**src/rtl/apb_pkg.sv**
```systemverilog
// Shared APB definitions: master FSM state type, default bus widths and the
// UART register block address map (also used by the slave side).
package apb_pkg;

    localparam int unsigned APB_ADDR_W = 12;
    localparam int unsigned APB_DATA_W = 32;

    typedef enum logic [1:0] {
        IDLE   = 2'd0,
        SETUP  = 2'd1,
        ACCESS = 2'd2,
        RESP   = 2'd3
    } apb_mst_state_e;

    // UART register block map
    localparam logic [APB_ADDR_W-1:0] UART_TX_DATA = 12'h000;
    localparam logic [APB_ADDR_W-1:0] UART_RX_DATA = 12'h004;
    localparam logic [APB_ADDR_W-1:0] UART_CFG     = 12'h008;
    localparam logic [APB_ADDR_W-1:0] UART_CTRL    = 12'h00C;
    localparam logic [APB_ADDR_W-1:0] UART_STT     = 12'h010;

    // Word alignment check on the two address LSBs
    function automatic logic is_word_aligned(input logic [1:0] addr_lsb);
        return addr_lsb == 2'b00;
    endfunction

endpackage

```
**src/rtl/apb_wait_timer.sv**
```systemverilog
// ACCESS-phase wait counter for the APB master.
// Ports:
//   clk, reset_n  clock / async active-low reset
//   clear_i       synchronous clear (takes priority over enable_i)
//   enable_i      count one wait cycle
//   expired_o     count has reached TIMEOUT-1; constant 0 when TIMEOUT == 0
module apb_wait_timer #(
    parameter int unsigned TIMEOUT = 16
) (
    input  logic clk,
    input  logic reset_n,
    input  logic clear_i,
    input  logic enable_i,
    output logic expired_o
);

    localparam int unsigned CNT_W = (TIMEOUT > 0) ? $clog2(TIMEOUT + 1) : 1;

    if (TIMEOUT == 0) begin : g_no_timeout
        logic unused_inputs;
        assign unused_inputs = ^{clk, reset_n, clear_i, enable_i};
        assign expired_o     = 1'b0;
    end else begin : g_timeout
        logic [CNT_W-1:0] count_q;

        always_ff @(posedge clk or negedge reset_n) begin
            if (!reset_n) begin
                count_q <= '0;
            end else if (clear_i) begin
                count_q <= '0;
            end else if (enable_i) begin
                count_q <= count_q + 1'b1;
            end
        end

        assign expired_o = (count_q == CNT_W'(TIMEOUT - 1));
    end

endmodule

```
**src/rtl/apb_master_ctrl.sv**
```systemverilog
// APB3/4 initiator: turns single host commands (valid/ready) into one
// SETUP/ACCESS transfer and returns data/error on a valid/ready response
// channel. One transfer outstanding at a time.
// Ports:
//   clk, reset_n                      clock / async active-low reset
//   cmd_valid_i/cmd_ready_o           command handshake
//   cmd_write_i, cmd_addr_i,
//   cmd_wdata_i, cmd_strb_i           command payload
//   rsp_valid_o/rsp_ready_i           response handshake
//   rsp_rdata_o, rsp_error_o,
//   rsp_timeout_o                     response payload
//   busy_o                            transfer in progress
//   psel_o, penable_o, pwrite_o,
//   paddr_o, pwdata_o, pstrb_o        APB request
//   prdata_i, pready_i, pslverr_i     APB completion
module apb_master_ctrl
    import apb_pkg::*;
#(
    parameter int unsigned ADDR_W  = APB_ADDR_W,
    parameter int unsigned DATA_W  = APB_DATA_W,
    parameter int unsigned TIMEOUT = 16
) (
    input  logic                clk,
    input  logic                reset_n,
    input  logic                cmd_valid_i,
    output logic                cmd_ready_o,
    input  logic                cmd_write_i,
    input  logic [ADDR_W-1:0]   cmd_addr_i,
    input  logic [DATA_W-1:0]   cmd_wdata_i,
    input  logic [DATA_W/8-1:0] cmd_strb_i,
    output logic                rsp_valid_o,
    input  logic                rsp_ready_i,
    output logic [DATA_W-1:0]   rsp_rdata_o,
    output logic                rsp_error_o,
    output logic                rsp_timeout_o,
    output logic                busy_o,
    output logic                psel_o,
    output logic                penable_o,
    output logic                pwrite_o,
    output logic [ADDR_W-1:0]   paddr_o,
    output logic [DATA_W-1:0]   pwdata_o,
    output logic [DATA_W/8-1:0] pstrb_o,
    input  logic [DATA_W-1:0]   prdata_i,
    input  logic                pready_i,
    input  logic                pslverr_i
);

    localparam int unsigned STRB_W = DATA_W / 8;

    apb_mst_state_e state_q, state_d;

    logic [ADDR_W-1:0] paddr_q;
    logic              pwrite_q;
    logic [DATA_W-1:0] pwdata_q;
    logic [STRB_W-1:0] pstrb_q;
    logic [DATA_W-1:0] rsp_rdata_q, rsp_rdata_d;
    logic              rsp_error_q, rsp_error_d;
    logic              rsp_timeout_q, rsp_timeout_d;

    logic load_cmd;
    logic load_rsp;
    logic timer_clear;
    logic timer_enable;
    logic timer_expired;

    apb_wait_timer #(
        .TIMEOUT (TIMEOUT)
    ) u_wait_timer (
        .clk       (clk),
        .reset_n   (reset_n),
        .clear_i   (timer_clear),
        .enable_i  (timer_enable),
        .expired_o (timer_expired)
    );

    always_comb begin
        state_d       = state_q;
        load_cmd      = 1'b0;
        load_rsp      = 1'b0;
        rsp_rdata_d   = '0;
        rsp_error_d   = 1'b0;
        rsp_timeout_d = 1'b0;
        timer_clear   = 1'b0;
        timer_enable  = 1'b0;

        unique case (state_q)
            IDLE: begin
                if (cmd_valid_i) begin
                    if (is_word_aligned(cmd_addr_i[1:0])) begin
                        load_cmd = 1'b1;
                        state_d  = SETUP;
                    end else begin
                        // Misaligned: answer with an error, bus untouched
                        load_rsp    = 1'b1;
                        rsp_error_d = 1'b1;
                        state_d     = RESP;
                    end
                end
            end
            SETUP: begin
                timer_clear = 1'b1;
                state_d     = ACCESS;
            end
            ACCESS: begin
                // pready has priority over an expiring timer on the same cycle
                if (pready_i) begin
                    load_rsp    = 1'b1;
                    rsp_error_d = pslverr_i;
                    rsp_rdata_d = (!pwrite_q && !pslverr_i) ? prdata_i : '0;
                    state_d     = RESP;
                end else if (timer_expired) begin
                    load_rsp      = 1'b1;
                    rsp_error_d   = 1'b1;
                    rsp_timeout_d = 1'b1;
                    state_d       = RESP;
                end else begin
                    timer_enable = 1'b1;
                end
            end
            RESP: begin
                if (rsp_ready_i) begin
                    state_d = IDLE;
                end
            end
            default: state_d = IDLE;
        endcase
    end

    always_ff @(posedge clk or negedge reset_n) begin
        if (!reset_n) begin
            state_q       <= IDLE;
            paddr_q       <= '0;
            pwrite_q      <= 1'b0;
            pwdata_q      <= '0;
            pstrb_q       <= '0;
            rsp_rdata_q   <= '0;
            rsp_error_q   <= 1'b0;
            rsp_timeout_q <= 1'b0;
        end else begin
            state_q <= state_d;
            if (load_cmd) begin
                paddr_q  <= cmd_addr_i;
                pwrite_q <= cmd_write_i;
                // Reads present zero data and strobes on the bus
                pwdata_q <= cmd_write_i ? cmd_wdata_i : '0;
                pstrb_q  <= cmd_write_i ? cmd_strb_i : '0;
            end
            if (load_rsp) begin
                rsp_rdata_q   <= rsp_rdata_d;
                rsp_error_q   <= rsp_error_d;
                rsp_timeout_q <= rsp_timeout_d;
            end
        end
    end

    assign cmd_ready_o   = (state_q == IDLE);
    assign busy_o        = (state_q != IDLE);
    assign psel_o        = (state_q == SETUP) || (state_q == ACCESS);
    assign penable_o     = (state_q == ACCESS);
    assign pwrite_o      = pwrite_q;
    assign paddr_o       = paddr_q;
    assign pwdata_o      = pwdata_q;
    assign pstrb_o       = pstrb_q;
    assign rsp_valid_o   = (state_q == RESP);
    assign rsp_rdata_o   = rsp_rdata_q;
    assign rsp_error_o   = rsp_error_q;
    assign rsp_timeout_o = rsp_timeout_q;

endmodule
```
**config.mk**
```make
export PLATFORM = sky130hd
export DESIGN_NAME = apb_master_ctrl
export DESIGN_NICKNAME = d
export VERILOG_FILES = /design/src/rtl/apb_pkg.sv /design/src/rtl/apb_wait_timer.sv /design/src/rtl/apb_master_ctrl.sv
export SDC_FILE = /design/constraint.sdc
export NUM_CORES = 1
export LEC_CHECK = 0
export ABC_CLOCK_PERIOD_IN_PS = 2100
export BUFFER_PORTS_ARGS = -buffer_cell sky130_fd_sc_hd__buf_2
export CAP_MARGIN = 10
export CORE_UTILIZATION = 43
export CTS_CLUSTER_DIAMETER = 40
export DETAILED_ROUTE_END_ITERATION = 8
export PLACE_DENSITY = 0.79
export SETUP_SLACK_MARGIN = 0.5
export SLEW_MARGIN = 40
export SYNTH_ARGS = -nofsm -noshare
export SYNTH_HDL_FRONTEND = slang
export SYNTH_HIERARCHICAL = 1
export SYNTH_SLANG_ARGS = --single-unit
```
**constraint.sdc**
```tcl
create_clock -name clk -period 2.1 [get_ports clk]
set_clock_uncertainty 0.1 [all_clocks]
set_input_delay 0.105 -clock clk [delete_from_list [all_inputs] [get_ports clk]]
set_output_delay 0.105 -clock clk [all_outputs]
set_load 0.005 [all_outputs]
```
==> results by group <==
Run status
  – Status: finished with violations
  – Failing checks: design-rule violations

Power and ir drop
  – NetSw: 2.64 mW
  – Peak VDD IR: 0.621 mV
  – Leak: 3.37 nW
  – Comb power frac: 44.3%
  – Sw Ratio: 35.1%
  – Clock Power Share: 16.2%
  – Register share of total power: 39.5%
  – Cell Pwr Density: 1130 mW/mm^2
  – Internal power: 4.87 mW

Clock network
  – H-tree depth: 3
  – Total CTS buffers: 9
  – CTS max path bufs: 2
  – Clock Sink Count: 90
  – CTS tree: built
  – Clk Tree Root Cell: clkbuf_8
  – Clock slew at reported path FFs: 90 ps
  – Worst-Skew Late Latency: 340 ps

Layout
  – Final #Nets: 752
  – Share of layout cells above drive strength 1: 44.6%
  – Antenna cells: 0
  – Syn-to-layout area delta: 67.9%

Routing
  – Initial DRC Count: 208
  – Residual DRC count: 15
  – Vias/cell: 5.07
  – Total Routed Length: 13.1 mm
  – First-pass DRT Iterations: 7
  – DR vias: 3909
  – WL per Instance: 17.0 um
  – Detail Route Antenna Nets: 0

Worst setup path
  – CP max stage delay: 380 ps
  – CP Launch Type: flip-flop
  – Worst path cell trace: ha_2 -> and3_4 -> ha_4 -> nor2_4 -> a222oi_1 -> buf_4 -> mux2_4
  – WP data required: 2230 ps
  – Reg2Reg Setup Slack: 200 ps
  – Crit path kind: reg2reg
  – Max FO, Critical Path: 4
  – Slowest stage cell, crit path: dfrtp_1
  – CP Capture Type: flip-flop
  – Critical Path AT: 2020 ps

STA
  – Setup TNS: 0 ps
  – Max Slew Vio Count: 0
  – Final hold vios: 0
  – Least-Margin Pin Slew: 672 ps
  – Final setup viols: 0
  – Peak Freq: 527 MHz
  – Final min period: 1900 ps
  – Fin crit share: 90.4%
  – Unrepaired setup endpoints after global routing: yes
  – Max-slew headroom: 55.2%
  – Hold slack: 86.9 ps

Floorplanning
  – Die X: 98.0 um
  – Die ar.: 0.00960 sq mm
  – Initial Util: 45.0%
  – Die H: 98.0 um
  – Rows: 34
  – Area of the core: 0.00881 sq mm
  – I/O pin total: 175

GRT
  – GRT Total Usage: 28.0%
  – First-pass GRT wire length: 20.8 mm
  – GRT overflow: 0
  – Antenna violations before repair: 0
  – Vias in the first global route: 4245
  – Largest net degree at the start of global routing: 48

Synthesis
  – Area share of the largest cell type after synthesis: 56.8%
  – Syn nets: 473
  – Primary FF master, synth: dfrtp_1
  – Asr flop ratio synth: 100%
  – Mapped Cells: 379
  – Yosys Warn Count: 6
  – Top cells by instance count after synthesis: nand2_1 (105), dfrtp_1 (90), inv_1 (38)
  – Synth top area cells: dfrtp_1 (57%), nand2_1 (9.9%), mux2i_1 (8.6%)
  – Post-synth top area cell: dfrtp_1
  – Yosys cell types: 32
  – Most common cell in the synthesized netlist: nand2_1
  – Cell area after synthesis: 0.00396 sq mm
  – Synthesis-stage register bit count: 90
  – Post-synth EDFFs: 0
  – Sequential share of the synthesized area: 56.8%
  – Synth Area per Inst: 10.5 sq um

Placed design
  – GPL Wtd Cong: 0.821
  – Hpwl dp: 6.20 mm
  – Number of port buffers: 174

Min path
  – HP Class: in2reg

Job
  – Maxcap violations: 0
[kinds of logic after synthesis]
group	count (synthesis)	share of synthesized area (%)
multiplexers	48	13.2
AND/OR/NAND/NOR	125	13.2
XOR/XNOR	1	0.221
AO/OA/AOI/OAI	48	7.07
flip-flops	90	56.8
adder cells (fa/ha/maj)	7	2.21
buffers and inverters	60	7.26
[placed cells by master, fill, tap and decap left out, types with 2 or more instances in the layout]
| master | netlist | layout |
|---|---|---|
| clkinv_4 | 0 | 3 |
| o21ai_1 | 3 | 14 |
| nand2_1 | 105 | 82 |
| ha_1 | 7 | 3 |
| mux2_4 | 7 | 9 |
| o21ai_0 | 35 | 10 |
| buf_6 | 7 | 3 |
| clkbuf_8 | 0 | 10 |
| buf_12 | 0 | 8 |
| nand2_4 | 0 | 3 |
| buf_16 | 0 | 10 |
| ha_4 | 0 | 2 |
| mux2_2 | 5 | 5 |
| dlygate4sd3_1 | 0 | 79 |
| buf_2 | 8 | 173 |
| inv_1 | 38 | 36 |
| o21ai_2 | 0 | 14 |
| buf_4 | 0 | 15 |
| inv_2 | 0 | 2 |
| dfrtp_1 | 90 | 90 |
| nand2_2 | 0 | 20 |
| ha_2 | 0 | 2 |
| and2_1 | 3 | 2 |
| mux2i_1 | 34 | 34 |
| nor2_1 | 10 | 9 |
[worst max-delay path, delay by kind of cell (launching register included)]
family / cells / cell delay, ps
and+or+nand+nor: 2 / 220
buffers and inverters: 1 / 190
muxes: 1 / 290
AOI/OAI and AO/OA: 1 / 260
DFF: 1 / 380
adders and majority gates: 2 / 360
[power groups by stage]
stage / sequential (mW) / clock (mW) / combinational, mW
floorplan: 2.96 / 0 / 1.27
CTS: 2.91 / 1.25 / 3.15
detailed placement: 2.91 / 0 / 2.44
global placement: 2.88 / 0 / 2.36
finish: 2.96 / 1.22 / 3.33
global route: 3.04 / 1.33 / 3.60
[layout make-up]
type | instances | area, sq um
flip-flops and latches | 90 | 2250
multi-input cells | 229 | 1640
well taps | 108 | 135
clock buffers | 11 | 141
clock inverters | 5 | 63.8
repair buffers | 290 | 2280
inverters | 38 | 143
fillers | 544 | 2150
[state kept, by name, summed over array words and instances, names as in the netlist]
| name | count |
|---|---|
| rsp_rdata_o | 32 |
| paddr_o | 12 |
| pstrb_o | 4 |
| rsp_error_o | 1 |
| rsp_timeout_o | 1 |
| state_q | 2 |
| u_wait_timer/g_timeout.count_q | 5 |
| pwrite_o | 1 |
| pwdata_o | 32 |
[repair_timing]
action                                  in CTS  in global routing
hold buffers                                79                  0
pin swaps                                   20                  3
resized for setup                           86                  2
endpoints found under the hold margin      121                  0
endpoints found under the setup margin      82                 92
gates cloned                                10                  1
setup buffers                               15                  4
[through the flow]
| stage | setup WS (ps) | cells | total power [mW] | utilization, % | area (sq um) |
|---|---|---|---|---|---|
| 2_1_floorplan | 231 | 379 | 4.23 | - | 4020 |
| 3_3_place_gp | 177 | 646 | 5.24 | 56.5 | 4980 |
| 3_5_place_dp | 65.0 | 646 | 5.35 | 56.5 | 4980 |
| 4_1_cts | 263 | 766 | 7.31 | 74.8 | 6590 |
| 5_1_grt | 150 | 771 | 7.97 | 75.5 | 6650 |
| 6_report | 201 | 771 | 7.51 | 75.5 | 6650 |
[layer usage]
layer | wire length (um) | vias to the layer above | track usage (%)
met5 | 0 | - | 0
met2 | 6780 | 205 | 50.6
li1 | - | 1778 | -
met3 | 929 | 47 | 6.59
met4 | 427 | 0 | 12.5
met1 | 4960 | 1879 | 31.3
[final timing paths]
check,from,to,depth (start not counted)
max,u_wait_timer/g_timeout.count_q[1]$_DFFE_PN0P_,state_q[1]$_DFFE_PN0P_,7
min in group asynchronous,reset_n,rsp_rdata_o[25]$_DFFE_PN0P_,2
min,pready_i,rsp_timeout_o$_DFFE_PN0P_,3
max in group asynchronous,reset_n,rsp_rdata_o[21]$_DFFE_PN0P_,3
max reg2reg,u_wait_timer/g_timeout.count_q[1]$_DFFE_PN0P_,state_q[1]$_DFFE_PN0P_,7
min reg2reg,paddr_o[0]$_DFFE_PN0P_,paddr_o[0]$_DFFE_PN0P_,1
Power figures use the tool's default switching activity.
